==> config.mk <==
export PLATFORM = sky130hd
export DESIGN_NAME = branch_resolve_bht
export DESIGN_NICKNAME = d
export VERILOG_FILES = /design/src/rtl/branch_resolve_bht.sv
export SDC_FILE = /design/constraint.sdc
export NUM_CORES = 1
export LEC_CHECK = 0
export CAP_MARGIN = 20
export CORE_MARGIN = 10
export CORE_UTILIZATION = 54
export CTS_CLUSTER_SIZE = 24
export DETAILED_ROUTE_END_ITERATION = 16
export GPL_ROUTABILITY_DRIVEN = 0
export HOLD_SLACK_MARGIN = 0.06
export PLACE_DENSITY_LB_ADDON = 0.12
export SYNTH_ARGS = -nofsm -noshare
export SYNTH_HDL_FRONTEND = slang
export SYNTH_SLANG_ARGS = --single-unit
==> constraint.sdc <==
create_clock -name i_clk -period 4.8 [get_ports i_clk]
set_input_delay 0.96 -clock i_clk [delete_from_list [all_inputs] [get_ports i_clk]]
set_output_delay 0.96 -clock i_clk [all_outputs]
set_load 0.01 [all_outputs]
==> src/rtl/branch_resolve_bht.sv <==
// Branch resolution unit: 2-bit saturating BHT predictor, training on resolved
// outcomes, mispredict detection with a registered redirect/flush to fetch,
// and saturating branch / mispredict performance counters.
module branch_resolve_bht #(
    parameter int ADDR_SIZE   = 32,
    parameter int BHT_ENTRIES = 64,
    parameter int IDX_BITS    = $clog2(BHT_ENTRIES),
    parameter int CNT_SIZE    = 32
) (
    input  logic                 i_clk,
    input  logic                 i_rst_n,
    input  logic [ADDR_SIZE-1:0] i_fetch_pc,
    output logic                 o_pred_taken,
    input  logic                 i_br_valid,
    input  logic                 i_stall,
    input  logic [ADDR_SIZE-1:0] i_br_pc,
    input  logic [ADDR_SIZE-1:0] i_br_target,
    input  logic                 i_br_taken,
    input  logic                 i_br_pred_taken,
    output logic                 o_redirect_valid,
    output logic [ADDR_SIZE-1:0] o_redirect_pc,
    input  logic                 i_redirect_ready,
    output logic                 o_flush,
    output logic [CNT_SIZE-1:0]  o_branch_count,
    output logic [CNT_SIZE-1:0]  o_mispredict_count
);

    typedef enum logic {IDLE, REDIRECT} state_t;

    state_t                 state;
    state_t                 state_next;
    logic [1:0]             bht [BHT_ENTRIES];
    logic [IDX_BITS-1:0]    fetch_idx;
    logic [IDX_BITS-1:0]    br_idx;
    logic                   resolve;
    logic                   mispredict;
    logic                   take_redirect;
    logic [ADDR_SIZE-1:0]   corrected_pc;
    logic                   unused_fetch_bits;

    assign fetch_idx         = i_fetch_pc[IDX_BITS+1:2];
    assign br_idx            = i_br_pc[IDX_BITS+1:2];
    assign resolve           = i_br_valid && !i_stall;
    assign mispredict        = i_br_taken != i_br_pred_taken;
    assign take_redirect     = resolve && mispredict && (state == IDLE);
    assign corrected_pc      = i_br_taken ? i_br_target : i_br_pc + ADDR_SIZE'(4);
    assign unused_fetch_bits = ^{i_fetch_pc[ADDR_SIZE-1:IDX_BITS+2], i_fetch_pc[1:0]};

    // Prediction is the counter MSB; a same-cycle update is not yet visible here.
    assign o_pred_taken = bht[fetch_idx][1];

    // Train the indexed counter on every resolve event, saturating at both ends.
    always_ff @(posedge i_clk or negedge i_rst_n) begin
        if (!i_rst_n) begin
            for (int i = 0; i < BHT_ENTRIES; i++) begin
                bht[i] <= 2'b01;
            end
        end else if (resolve) begin
            if (i_br_taken && bht[br_idx] != 2'b11) begin
                bht[br_idx] <= bht[br_idx] + 2'b01;
            end else if (!i_br_taken && bht[br_idx] != 2'b00) begin
                bht[br_idx] <= bht[br_idx] - 2'b01;
            end
        end
    end

    // Performance counters stick at all-ones instead of wrapping.
    always_ff @(posedge i_clk or negedge i_rst_n) begin
        if (!i_rst_n) begin
            o_branch_count     <= '0;
            o_mispredict_count <= '0;
        end else if (resolve) begin
            if (o_branch_count != '1) begin
                o_branch_count <= o_branch_count + CNT_SIZE'(1);
            end
            if (mispredict && o_mispredict_count != '1) begin
                o_mispredict_count <= o_mispredict_count + CNT_SIZE'(1);
            end
        end
    end

    // Capture the corrected PC only when a new redirect starts; held while pending.
    always_ff @(posedge i_clk or negedge i_rst_n) begin
        if (!i_rst_n) begin
            o_redirect_pc <= '0;
        end else if (take_redirect) begin
            o_redirect_pc <= corrected_pc;
        end
    end

    // Redirect FSM state register.
    always_ff @(posedge i_clk or negedge i_rst_n) begin
        if (!i_rst_n) begin
            state <= IDLE;
        end else begin
            state <= state_next;
        end
    end

    // Next state: a pending redirect wins over later wrong-path mispredicts.
    always_comb begin
        state_next = state;
        case (state)
            IDLE:     if (take_redirect)    state_next = REDIRECT;
            REDIRECT: if (i_redirect_ready) state_next = IDLE;
            default:                        state_next = IDLE;
        endcase
    end

    // Flush accompanies the redirect request for its whole lifetime.
    always_comb begin
        o_redirect_valid = (state == REDIRECT);
        o_flush          = (state == REDIRECT);
    end

endmodule
Yosys cells after proc, flatten, opt, wreduce, memory -nomap -nowiden. Cells that the tools add are included.

Bits in registers: 225. Bits of input ports: 103. Word-level logic and storage cells: 113.

$add $sub $neg: 5. Magnitude comparators: 3. Equal/unequal tests: 4. Multiplexer cells: 16. Bitwise gates (word level): 3. Reductions and logical operators: 14.

Operator list (number): $bwmux 128 (2); $mux 128 (2); $add 32x1->32 const B (2); $ne 32x32->1 const B (2); $add 32x3->32 const B (1); $mux 32 (1); $bmux 2 s6 (2); $ge 7x7->1 const B (2); $not 6->7 (2); $demux 2 s6 (1); $mux 2 (5); $logic_and 1x1->1 (7); $lt 7x1->1 const B (1); $reduce_and 2->1 (3); $reduce_bool 2->1 (2); $add 2x1->2 const B (1); $logic_not 1->1 (2); $mux 1 (2); $ne 2x2->1 const B (1); $pmux 1 s2 (1); $sub 2x1->2 const B (1); $ne 1x1->1 (1); $not 1->1 (1).

Logic depth before layout (Yosys ltp).
Depth after elaboration: 8. Gate-level depth with buffers: 15.

Least setup slack after synthesis. OpenSTA, ideal clock, no wires.

Kind: input to register. From: input port i_br_pc[2]. To: register bht[101] in the netlist's numbering. Arrival time: 4.160 ns. Data required time: 4.675 ns. Setup slack: 0.515 ns. Cell stages on the path: 14. Path buffers: 3. Cell sequence: buf_4 buf_6 buf_6 mux4_2 mux2i_1 o22ai_1 a211o_1 a311o_1 ha_1 and2b_1 o21ai_2 nor4_1 nand2_1 mux2_2.

Cells in the longest elaborated chain, start to end: 8. Elaborated cells on any way between the ends: 21. Those cells by class: 2 x add/sub; 2 x order compare; 1 x eq/ne; 9 x mux; 1 x bitwise; 6 x reduce/logical.

Ends and longest elaborated chain: start, declared (line 16) `input logic [ADDR_SIZE-1:0] i_br_pc,`; $not 6->7 (implied by the code) *; $bmux 2 s6, or another cell as far along; $mux 2 (implied by the code) or $logic_and 1x1->1 (tied branches); $mux 2, on equally long branches; $sub 2x1->2, or another cell as far along (line 62) `bht[br_idx] <= bht[br_idx] - 2'b01;`; $bwmux 128, or another cell as far along (line 62); $mux 128 or $reduce_bool 2->1 (tied branches); $mux 128 or $reduce_and 2->1 (tied branches); end signal, assigned by index (line 60) `bht[br_idx] <= bht[br_idx] + 2'b01;`; end signal, assigned by index (line 62); end, declared (line 32) `logic [1:0] bht [BHT_ENTRIES];`.

Every way passes the cells marked *; elsewhere a longest branch is shown, timed or not. The select of a mux whose other input is x is not followed. A chain may end at the register's enable or synchronous reset.

Worst setup path in the final report.
From: input port i_br_pc[4]. To: register bht[23] in the netlist's numbering.

The elaborated chain is that of the path after synthesis.

==> results.cfg <==
[run]
drv_cap = 0

[critical_path]
path_delay_family = simple AND/OR/NAND/NOR gates
critical_path.max_fanout = 16
critPathBufInv = 5
crit_type = input port to register
crit_top_cell = buf_4
cp_slowest_cell = nor3_1
arrival_ns = 4.90
endpoint_kind = register
reg2reg_slack_ns = 0.89
max_stage_delay_ns = 0.74
cp.required_ns = 5.21
startpoint_type = input port
crit_chain = clkdlybuf4s50_1 > buf_12 > and2_1 > buf_4 > buf_4 > a221oi_1 > o22ai_1 > a32oi_2 > o2111ai_1 > ha_1 > and2b_1 > o21ai_2 > buf_4 > nor3_1 > nand2_1 > mux2_2

[floorplanning]
start_util = 0.546
rows = 55
die_area_um2 = 29200
core_region_area_um2 = 22500
pin_count = 202
die_w_um = 171
dieHeight_um = 171

[drt]
ant_nets = 0
vias_per_cell = 5.98
dr.pass1.iters = 6
drt_iter0_markers = 908
wl_um = 33700
drc = 0
vias = 9731
wl_per_cell_um = 20.7

[power_and_ir_drop]
p_leak_nw = 6.56
power_mw = 5.53
p_seq_frac = 0.414
p_sw_frac = 0.258
powerDensity_nw_per_um2 = 351
clkPwrFrac = 0.405
p_int_mw = 4.11
switching_power_mw = 1.42
combPwrFrac = 0.181
ir_drop_mv = 0.254

[placement]
place_ws_ns = -0.141
hpwl_um = 23700
portBuffers = 175
placed_area_um2 = 14700
dpl.cell_count = 1579

[clock_network]
worstSkewPairLatency_ns = 0.54
cts_tree = built
cts.sinks = 225
cts_setup_buffers = 0
clock_path_buffers = 3
clockRootBuffer = clkbuf_16
cts_hold_buf = 0
cts_repair_resize_count = 0
htree_num_levels = 1
numCtsBuffers = 26
clk_pin_slew_ns = 0.06

[logic_synthesis]
synth-xor-area-share = 0.0549
syn-num-nets = 1215
synth_simple_gate_area_frac = 0.162
yosys_warnings = 0
netlist_area_um2 = 12300
synth-seq-cells = 225
synth_area_per_cell_um2 = 11.1
synth-seq-area-share = 0.465
synth-compound-area-share = 0.0759
synthAdderAreaFrac = 0.00509
synth_edf_count = 0
async_reset_ff_frac = 1.00
muxShareOfSynthArea = 0.206
syn_inst = 1107
synth.distinct_cells = 71
synth_flop_cell = dfrtp_1
synth_top_family_by_area = multiplexers

[timing]
period_share = 0.936
finalWorstSetupSlack_ns = 0.306
finalSetupTns_ns = 0
setup-violations-final = 0
hold_ws_ns = 0.475
period_needed_ns = 4.49
max_slew_margin = 0.302
slew_viol_final = 0
skew_ns = 0.0208
worstMarginPinSlew_ns = 1.04
hold_viol_final = 0
fmax_mhz = 223
rsz0062_at_grt = no

[grt]
grt_use_total = 0.228
grt_max_degree = 124
grt_pass1_vias = 9726
grt_pass1_wl_um = 53600
overflow = 0
antenna_found_initial = 0

[finish]
layout_commonest_cell = clkdlybuf4s50_1
utilization = 0.699
final_cell_mix = clkdlybuf4s50_1 (171), dfrtp_1 (161), nand2_1 (143), mux2_2 (141), buf_4 (65)
diodes = 0
final_cell_count_no_fill = 1628
area_growth_pct = 28.1
final_nets = 1431
layout-drive-gt1-share = 0.277
final_area_um2 = 15700

[run_status]
outcome = finished clean

[hold_path]
hold_class = register to register
## layout make-up
| class | count | area, um2 |
|---|---|---|
| clock inverter | 16 | 269 |
| tap | 285 | 357 |
| clock buffer | 32 | 713 |
| sequential | 225 | 5710 |
| multi-input combinational | 799 | 6200 |
| inverter | 21 | 78.8 |
| timing repair buffer | 250 | 2410 |
| fill | 1675 | 6770 |
## power by group through the flow
stage / Combinational (mW) / Clock, mW / Sequential, mW
4_1_cts: 1.01 / 2.28 / 2.29
6_report: 0.999 / 2.24 / 2.29
5_1_grt: 1.08 / 2.35 / 2.32
3_5_place_dp: 1.00 / 0 / 2.32
3_3_place_gp: 0.985 / 0 / 2.31
2_1_floorplan: 0.429 / 0 / 2.34
## worst reg2reg max path, delay by kind of cell, from the launching register on
family | cells | cell delay (ns)
buf+inv | 1 | 0.20
compound gates | 5 | 1.21
mux | 2 | 0.60
simple gates | 3 | 1.20
flops | 1 | 0.41
fa+ha+maj | 1 | 0.18
## worst paths after layout
kind	startpoint	end	cells after the start
min in group asynchronous	i_rst_n	o_mispredict_count[19]	1
max in group asynchronous	i_rst_n	async pin	2
max	i_br_pc[4]	bht[23]	16
max reg2reg	bht[61]	bht[23]	12
min reg2reg	o_redirect_pc[17]	o_redirect_pc[17]	2
min	o_redirect_pc[17]	o_redirect_pc[17]	2
## layer usage
layer / track usage / up-vias / wire length [um]
li1: - / 4513 / -
met1: 0.312 / 4849 / 14900
met2: 0.368 / 316 / 15900
met3: 0.0385 / 53 / 2340
met4: 0.0582 / 0 / 631
met5: 0 / - / 0
## cell families (layout without fill, tap and decap cells)
| kind of cell | after synthesis | after routing |
|---|---|---|
| and+or+nand+nor | 387 | 387 |
| muxes | 201 | 201 |
| DFF | 225 | 225 |
| AOI/OAI and AO/OA | 129 | 129 |
| xor gates and xnor gates | 77 | 77 |
| adders and majority gates | 5 | 5 |
| buffers and inverters | 83 | 319 |
## synth_stat cells, types with 9 or more instances
| master | n | area [um2] |
|---|---|---|
| inv_1 | 20 | 75.1 |
| o21ai_0 | 28 | 140 |
| nor3_1 | 35 | 175 |
| nor2_1 | 29 | 109 |
| and2_1 | 9 | 56.3 |
| nand3_1 | 54 | 270 |
| mux2i_1 | 33 | 330 |
| mux4_2 | 27 | 608 |
| mux2_2 | 141 | 1590 |
| dfrtp_1 | 161 | 4030 |
| a221oi_1 | 10 | 87.6 |
| and3_1 | 13 | 81.3 |
| dfstp_2 | 64 | 1680 |
| nand4_1 | 24 | 150 |
| nor4_1 | 14 | 87.6 |
| and4_1 | 9 | 78.8 |
| nor2b_1 | 9 | 56.3 |
| clkbuf_1 | 30 | 113 |
| a21oi_1 | 13 | 65.1 |
| buf_2 | 15 | 75.1 |
| o211ai_1 | 13 | 97.6 |
| xor2_1 | 13 | 114 |
| nand2b_1 | 13 | 81.3 |
| nand2_1 | 143 | 537 |
| xnor2_1 | 64 | 561 |
No activity file was read; power rests on OpenSTA's default activity.
